[src/rtl/ryuki_datatypes.sv]
// Shared core datatypes: identifies which core interface owns a memory transaction.
package ryuki_datatypes;

  typedef enum logic {
    MEM_SRC_INSTR = 1'b0,
    MEM_SRC_DATA  = 1'b1
  } mem_src_t;

endpackage

[src/rtl/mem_arb_resp_fifo.sv]
// In-order FIFO of transaction owners; a separate count keeps full and empty distinct.
module mem_arb_resp_fifo
  import ryuki_datatypes::*;
#(
  parameter int DEPTH = 2,
  parameter int CNT_W = $clog2(DEPTH + 1)
) (
  input  logic             clk_i,
  input  logic             rst_ni,
  input  logic             push_i,
  input  mem_src_t         push_id_i,
  input  logic             pop_i,
  output mem_src_t         head_o,
  output logic [CNT_W-1:0] count_o,
  output logic             empty_o
);

  localparam int PTR_W = (DEPTH > 1) ? $clog2(DEPTH) : 1;

  mem_src_t         slots_q [DEPTH];
  logic [PTR_W-1:0] wr_ptr_q, wr_ptr_d;
  logic [PTR_W-1:0] rd_ptr_q, rd_ptr_d;
  logic [CNT_W-1:0] cnt_q, cnt_d;

  function automatic logic [PTR_W-1:0] wrap_inc(input logic [PTR_W-1:0] p);
    return (p == PTR_W'(DEPTH - 1)) ? '0 : p + 1'b1;
  endfunction

  always_comb begin
    wr_ptr_d = push_i ? wrap_inc(wr_ptr_q) : wr_ptr_q;
    rd_ptr_d = pop_i  ? wrap_inc(rd_ptr_q) : rd_ptr_q;
    cnt_d    = cnt_q;
    case ({push_i, pop_i})
      2'b10:   cnt_d = cnt_q + 1'b1;
      2'b01:   cnt_d = cnt_q - 1'b1;
      default: cnt_d = cnt_q;
    endcase
  end

  always_ff @(posedge clk_i or negedge rst_ni) begin
    if (!rst_ni) begin
      wr_ptr_q <= '0;
      rd_ptr_q <= '0;
      cnt_q    <= '0;
    end else begin
      wr_ptr_q <= wr_ptr_d;
      rd_ptr_q <= rd_ptr_d;
      cnt_q    <= cnt_d;
    end
  end

  // Slot contents are only meaningful below the count, so they need no reset.
  always_ff @(posedge clk_i) begin
    if (push_i) slots_q[wr_ptr_q] <= push_id_i;
  end

  assign head_o  = slots_q[rd_ptr_q];
  assign count_o = cnt_q;
  assign empty_o = (cnt_q == '0);

endmodule

[src/rtl/mem_port_arbiter.sv]
// Round-robin sharing of one single-port memory between the fetch and data interfaces,
// with in-order response routing back to the owner of each transaction.
module mem_port_arbiter
  import ryuki_datatypes::*;
#(
  parameter int ADDR_WIDTH      = 32,
  parameter int DATA_WIDTH      = 32,
  parameter int MAX_OUTSTANDING = 2
) (
  input  logic                               clk_i,
  input  logic                               rst_ni,
  input  logic                               instr_req_i,
  input  logic [ADDR_WIDTH-1:0]              instr_addr_i,
  output logic                               instr_gnt_o,
  output logic                               instr_rvalid_o,
  output logic [DATA_WIDTH-1:0]              instr_rdata_o,
  input  logic                               data_req_i,
  input  logic [ADDR_WIDTH-1:0]              data_addr_i,
  input  logic                               data_we_i,
  input  logic [DATA_WIDTH/8-1:0]            data_be_i,
  input  logic [DATA_WIDTH-1:0]              data_wdata_i,
  output logic                               data_gnt_o,
  output logic                               data_rvalid_o,
  output logic [DATA_WIDTH-1:0]              data_rdata_o,
  output logic                               data_err_o,
  output logic                               mem_req_o,
  output logic [ADDR_WIDTH-1:0]              mem_addr_o,
  output logic                               mem_we_o,
  output logic [DATA_WIDTH/8-1:0]            mem_be_o,
  output logic [DATA_WIDTH-1:0]              mem_wdata_o,
  input  logic                               mem_gnt_i,
  input  logic                               mem_rvalid_i,
  input  logic [DATA_WIDTH-1:0]              mem_rdata_i,
  input  logic                               mem_err_i,
  output logic [$clog2(MAX_OUTSTANDING+1)-1:0] outstanding_o,
  output logic                               proto_err_o
);

  localparam int CNT_W = $clog2(MAX_OUTSTANDING + 1);

  mem_src_t         sel;
  mem_src_t         last_q, last_d;
  mem_src_t         lock_src_q, lock_src_d;
  mem_src_t         head;
  logic             lock_q, lock_d;
  logic             perr_q, perr_d;
  logic             sel_req, full, grant, pop, empty;
  logic [CNT_W-1:0] count;

  always_comb begin
    sel = MEM_SRC_INSTR;
    if (lock_q) begin
      sel = lock_src_q;
    end else if (instr_req_i && data_req_i) begin
      sel = (last_q == MEM_SRC_DATA) ? MEM_SRC_INSTR : MEM_SRC_DATA;
    end else if (data_req_i) begin
      sel = MEM_SRC_DATA;
    end
  end

  assign sel_req   = (sel == MEM_SRC_DATA) ? data_req_i : instr_req_i;
  // A pop in the same cycle does not free the slot for issue until the next cycle.
  assign full      = (count == CNT_W'(MAX_OUTSTANDING));
  assign mem_req_o = sel_req & ~full;
  assign grant     = mem_req_o & mem_gnt_i;

  always_comb begin
    if (sel == MEM_SRC_DATA) begin
      mem_addr_o  = data_addr_i;
      mem_we_o    = data_we_i;
      mem_be_o    = data_be_i;
      mem_wdata_o = data_wdata_i;
    end else begin
      mem_addr_o  = instr_addr_i;
      mem_we_o    = 1'b0;
      mem_be_o    = '1;
      mem_wdata_o = '0;
    end
  end

  assign instr_gnt_o = grant & (sel == MEM_SRC_INSTR);
  assign data_gnt_o  = grant & (sel == MEM_SRC_DATA);

  assign pop            = mem_rvalid_i & ~empty;
  assign instr_rvalid_o = pop & (head == MEM_SRC_INSTR);
  assign data_rvalid_o  = pop & (head == MEM_SRC_DATA);
  assign data_err_o     = data_rvalid_o & mem_err_i;
  assign instr_rdata_o  = mem_rdata_i;
  assign data_rdata_o   = mem_rdata_i;

  // An ungranted request pins the source so the memory sees a stable request.
  always_comb begin
    lock_d     = lock_q;
    lock_src_d = lock_src_q;
    if (grant) begin
      lock_d = 1'b0;
    end else if (mem_req_o) begin
      lock_d     = 1'b1;
      lock_src_d = sel;
    end
    last_d = grant ? sel : last_q;
    perr_d = perr_q | (mem_rvalid_i & empty);
  end

  always_ff @(posedge clk_i or negedge rst_ni) begin
    if (!rst_ni) begin
      last_q     <= MEM_SRC_DATA;
      lock_q     <= 1'b0;
      lock_src_q <= MEM_SRC_INSTR;
      perr_q     <= 1'b0;
    end else begin
      last_q     <= last_d;
      lock_q     <= lock_d;
      lock_src_q <= lock_src_d;
      perr_q     <= perr_d;
    end
  end

  mem_arb_resp_fifo #(
    .DEPTH (MAX_OUTSTANDING),
    .CNT_W (CNT_W)
  ) u_resp_fifo (
    .clk_i     (clk_i),
    .rst_ni    (rst_ni),
    .push_i    (grant),
    .push_id_i (sel),
    .pop_i     (pop),
    .head_o    (head),
    .count_o   (count),
    .empty_o   (empty)
  );

  assign outstanding_o = count;
  assign proto_err_o   = perr_q;

endmodule

[config.mk]
export PLATFORM = sky130hd
export DESIGN_NAME = mem_port_arbiter
export DESIGN_NICKNAME = d
export VERILOG_FILES = /design/src/rtl/ryuki_datatypes.sv /design/src/rtl/mem_arb_resp_fifo.sv /design/src/rtl/mem_port_arbiter.sv
export SDC_FILE = /design/constraint.sdc
export NUM_CORES = 1
export LEC_CHECK = 0
export BUFFER_PORTS_ARGS = -buffer_cell sky130_fd_sc_hd__buf_2
export CAP_MARGIN = 40
export CELL_PAD_IN_SITES_DETAIL_PLACEMENT = 0
export CELL_PAD_IN_SITES_GLOBAL_PLACEMENT = 2
export CORE_MARGIN = 2
export CORE_UTILIZATION = 11
export DETAILED_ROUTE_END_ITERATION = 6
export GPL_ROUTABILITY_DRIVEN = 0
export PLACE_DENSITY = 0.78
export REMOVE_ABC_BUFFERS = 1
export SETUP_SLACK_MARGIN = 0.4
export SYNTH_ARGS = -nofsm -noshare
export SYNTH_HDL_FRONTEND = slang
export SYNTH_SLANG_ARGS = --single-unit
[constraint.sdc]
create_clock -name clk_i -period 2.2 [get_ports clk_i]
set_input_delay 0.44 -clock clk_i [delete_from_list [all_inputs] [get_ports clk_i]]
set_output_delay 0.44 -clock clk_i [all_outputs]
set_load 0.01 [all_outputs]
==> results.cfg, run 1 <==
[cts]
cts_max_level = 1
cts_root_buf = clkbuf_16
clk_latency_ps = 230
cts_tree = done
cts_sinks = 10
cts.clk_slew.worst_paths_ps = 40
hold_buffers = 0
cts_buffers = 3
clk_path_buf_depth = 2

[setup_path]
rr_endpoint = u_resp_fifo.count_o[1]$_DFFE_PN0P_
cp-end-kind = output port
startpoint = last_q$_DFFE_PN1N_
critPathKind = register to output port
path_max_fanout = 8
reg2regPathDepth = 7
r2r_slack_ps = 420
r2r_start = lock_q$_DFFE_PN0P_
cp-endpoint = mem_addr_o[3]
critPathArrivalTime_ps = 1750
critPathRequiredTime_ps = 1760
worstSetupStartpointType = register

[finish]
n_antenna_cell = 0
mostFrequentLayoutCell = buf_2
layout.cells.non_filler = 510
final_nets = 468
num-fill-cells = 1631
drive_gt1_frac = 0.788
area.sequential_um2 = 265
final_cell_mix = buf_2 (147), buf_6 (45), mux2_4 (32)
syn2layout_area_growth_pct = 83.2
multiInputGateArea_mm2 = 0.00105

[min_path]
min_path_type = input pin to asynchronous set/reset pin

[sta]
relSlewSlack = 0.780
rsz0062_at_grt = yes
period_share = 0.994
fin_skew_ps = 2.40
setup_violations = 0
tightest_slew_ps = 330
setup_ws_ps = 13.2
fmax_ghz = 0.457
hold_viol = 0
final_max_slew_viol_count = 0
fin_crit_ps = 2190

[yosys]
ys.flop_type = dfrtp_1
ys_seq_area_frac = 0.157
yosysWarningCount = 0
async_flop_share = 0.800
ys_seq_elements = 10
avgSynthCellArea_um2 = 8.69
synth.distinct_cells = 30
syn_area_mm2 = 0.00166
synth_edf_count = 2
synthCells = 191

[die]
fp.dieW_um = 127
die_area_mm2 = 0.0161
die_h_um = 127
ios = 282
num_rows = 44
core-area_mm2 = 0.0146
initial_utilization = 0.113

[route]
dr.pass1.iters = 6
viasPerCell = 3.69
wl_per_cell_um = 17.0
drc_errors = 0
final_antenna_net_count = 0
wl_mm = 8.68
first_iter_violations = 40
vias = 1884

[pwr]
p_leak_nw = 1.61
ir_drop_mv = 0.462
total_power_mw = 3.98
powerDensity_mw_per_mm2 = 1310

[grt]
antenna_found_initial = 0
grt_pass1_vias = 2008
grt_max_degree = 41
grt_use_total = 0.101
overflow = 0
grt_pass1_wl_mm = 12.2

[place]
dp.cells = 495
place_hpwl_mm = 6.56
preCtsSetupSlack_ps = 72.2
port_buffers = 185

[outcome]
status = finished, final reports clean

[job]
cap_violations = 0
==> where the power goes <==
part | total [mW] | switching, mW | leakage [nW] | internal [mW]
clock | 0.318 | 0.0756 | 0.0382 | 0.242
sequential | 0.397 | 0.104 | 0.104 | 0.294
combinational | 3.26 | 1.35 | 1.47 | 1.92
==> layout make-up <==
| type | count | share of cell area |
|---|---|---|
| clock buffers | 4 | 0.0259 |
| flip-flops and latches | 10 | 0.0872 |
| inverters | 4 | 0.00576 |
| well taps | 184 | 0.0757 |
| repair buffers | 202 | 0.461 |
| multi-input cells | 106 | 0.344 |
==> routing by layer <==
metal	part of all wire	vias to the layer above	global-route usage
met5	0.0037	-	0.0526
met3	0.15	6	0.0709
met2	0.44	161	0.148
li1	-	831	-
met4	0.0081	2	0.0200
met1	0.40	884	0.118
==> worst max-delay path, stage by stage (launching register included) <==
cell	delay, ps
dfstp_2	530
nand2_2	60
a22oi_4	150
buf_6	170
buf_12	150
mux2_4	320
buf_6	120
==> flip-flops by register name, indices dropped and copies added (netlist names) <==
name	count
last_q	1
lock_q	1
lock_src_q	1
proto_err_o	1
u_resp_fifo.count_o	2
u_resp_fifo.rd_ptr_q	1
u_resp_fifo.slots_q	2
u_resp_fifo.wr_ptr_q	1
==> how the worst min path moves through the flow <==
stage	from	endpoint	slack, ps	cells after the start
floorplan	rst_ni	lock_q$_DFFE_PN0P_	140	0
global placement	rst_ni	proto_err_o$_DFF_PN0_	300	1
detailed placement	rst_ni	proto_err_o$_DFF_PN0_	300	1
CTS	rst_ni	u_resp_fifo.rd_ptr_q$_DFFE_PN0P_	50	1
global route	rst_ni	u_resp_fifo.rd_ptr_q$_DFFE_PN0P_	60	1
finish	rst_ni	u_resp_fifo.rd_ptr_q$_DFFE_PN0P_	50	1
==> metrics by stage <==
stage,setup TNS [ps],utilization,area (µm²),hold slack [ps]
after floorplan,-3460,-,1130,144
after global placement,0,0.161,2360,297
after detailed placement,0,0.161,2360,298
after CTS,-0.170,0.200,2930,53.9
after global routing,-2740,0.208,3040,55.8
final,0,0.208,3040,45.2
==> Yosys cell counts, types with 2 or more instances <==
master / number / area share
xnor2_1: 4 / 0.021
clkbuf_1: 2 / 0.0045
o31ai_1: 2 / 0.0090
nor2_1: 8 / 0.018
buf_4: 67 / 0.30
dfrtp_1: 7 / 0.11
nor2b_1: 4 / 0.015
and2_1: 34 / 0.13
edfxtp_1: 2 / 0.036
mux2i_1: 2 / 0.012
mux2_2: 33 / 0.22
nand2b_1: 5 / 0.019
o21ai_0: 2 / 0.0060
inv_1: 3 / 0.0068
==> cell families after synthesis <==
kind of cell | share of synthesized area
xor+xnor | 0.0264
flops | 0.158
buf+inv | 0.326
compound gates | 0.0528
simple gates | 0.194
fa+ha+maj | 0.00753
mux | 0.236
==> timing repair <==
item | 4_1_cts | 5_1_grt
pin swaps | 2 | 2
resized for setup | 80 | 21
buffers inserted | 6 | 2
endpoints found under the setup margin | 73 | 73
gates cloned | 3 | 0
No activity file was read; power rests on OpenSTA's default activity.
==> run 2: changes to the inputs <==
- SETUP_SLACK_MARGIN: 0.4 -> 0.1
- TNS_END_PERCENT: not set -> 30
==> results.cfg, run 2 (same netlist as run 1, synthesis figures left out) <==
[outcome]
status = finished, final reports clean

[route]
wl_per_cell_um = 17.0
viasPerCell = 3.63
wl_mm = 8.62
vias = 1841
final_antenna_net_count = 0
dr.pass1.iters = 4
drc_errors = 0
first_iter_violations = 44

[die]
core-area_mm2 = 0.0146
ios = 282
die_area_mm2 = 0.0161
die_h_um = 127
fp.dieW_um = 127
num_rows = 44
initial_utilization = 0.113

[setup_path]
worstSetupStartpointType = register
critPathKind = register to output port
rr_endpoint = u_resp_fifo.count_o[1]$_DFFE_PN0P_
path_cells = nand2_2 > a22oi_4 > buf_6 > clkbuf_16 > mux2_4 > buf_6
r2r_start = lock_q$_DFFE_PN0P_
max_stage_delay_ps = 530
critPathArrivalTime_ps = 1730
critPathRequiredTime_ps = 1760
cp-end-kind = output port
path_max_fanout = 8
cp.buffers_inverters = 3
r2r_slack_ps = 470
critPathTopFamily = flip-flops
critPathSlowestCell = dfstp_2
cpMostUsedCell = buf_6
reg2regPathDepth = 5

[sta]
fmax_ghz = 0.460
fin_crit_ps = 2170
relSlewSlack = 0.774
hold_viol = 0
setup_ws_ps = 25.1
tightest_slew_ps = 338
final_max_slew_viol_count = 0
period_share = 0.989
fin_skew_ps = 1.10
rsz0062_at_grt = yes
setup_violations = 0
final.setup.tns_ps = 0

[finish]
area.sequential_um2 = 263
multiInputGateArea_um2 = 1000
final_cell_mix = buf_2 (149), buf_6 (39), mux2_4 (32)
drive_gt1_frac = 0.761
final_nets = 464
mostFrequentLayoutCell = buf_2
num-fill-cells = 1629
fin_area_mm2 = 0.00293
syn2layout_area_growth_pct = 76.7
final_core_util = 0.200

[cts]
clk_latency_ps = 230
cts_root_buf = clkbuf_16
cts_max_level = 1
cts_sinks = 10
clk_path_buf_depth = 2
cts_buffers = 3
cts.clk_slew.worst_paths_ps = 40
hold_buffers = 0
cts_tree = done

[grt]
grt_max_degree = 41
grt_use_total = 0.0979
overflow = 0
antenna_found_initial = 0
grt_pass1_vias = 1968
grt_pass1_wl_mm = 11.7

[pwr]
ir_drop_mv = 0.401
total_power_mw = 3.77
p_leak_nw = 1.58
powerDensity_mw_per_mm2 = 1280

[job]
cap_violations = 0

[place]
placed_area_mm2 = 0.00236
place_hpwl_mm = 6.56
preCtsSetupSlack_ps = 72.2
port_buffers = 185

[min_path]
min_path_type = input pin to asynchronous set/reset pin
## run 2: changes by cell type in the layout (fill, tap and decap cells not counted), moves of 2 or more
| cell | delta |
|---|---|
| buf_2 | +2 |
| dfrtp_1 | +2 |
| dfrtp_2 | -2 |
| buf_6 | -6 |
| nor2_1 | +2 |
## run 2: cell type report
class                   instances  share of cell area
repair buffers                198               0.458
multi-input cells             106               0.341
diodes                          1            0.000853
inverters                       4             0.00597
clock buffers                   4              0.0269
well taps                     184              0.0785
flip-flops and latches         10              0.0896
## run 2: power breakdown
part | total [mW] | switching (mW) | internal [mW]
registers | 0.392 | 0.103 | 0.289
clock network | 0.319 | 0.0773 | 0.242
logic | 3.06 | 1.28 | 1.78
total | 3.77 | 1.46 | 2.31
## run 2: stage by stage
stage,std cells,hold WS (ps)
2_1_floorplan,120,144
3_3_place_gp,495,297
3_5_place_dp,495,298
4_1_cts,505,54.0
5_1_grt,506,60.5
6_report,507,46.6
## run 2: worst max path at each step
stage                  startpoint               to  slack (ps)  cells after the start
3_3_place_gp           data_req_i    mem_addr_o[3]          80                      6
4_1_cts        last_q$_DFFE_PN1N_   mem_addr_o[24]        -0.2                      6
2_1_floorplan  last_q$_DFFE_PN1N_   mem_wdata_o[0]        -100                      4
5_1_grt        last_q$_DFFE_PN1N_  mem_wdata_o[13]         -60                      8
3_5_place_dp           data_req_i    mem_addr_o[3]          70                      6
6_report       last_q$_DFFE_PN1N_   mem_addr_o[14]          30                      6
## run 2: routing by layer
layer  global-route usage  vias up  share of wire
li1                     -      825              -
met1                0.114      852           0.40
met2                0.141      158           0.45
met3               0.0709        6           0.14
met4               0.0200        0         0.0082
met5               0.0526        -              0
## run 2: repair_timing
action	4_1_cts	5_1_grt
gates resized for setup	64	19
pin swaps	14	0
setup endpoints to repair	32	70
setup buffers	4	0
gates cloned	2	1
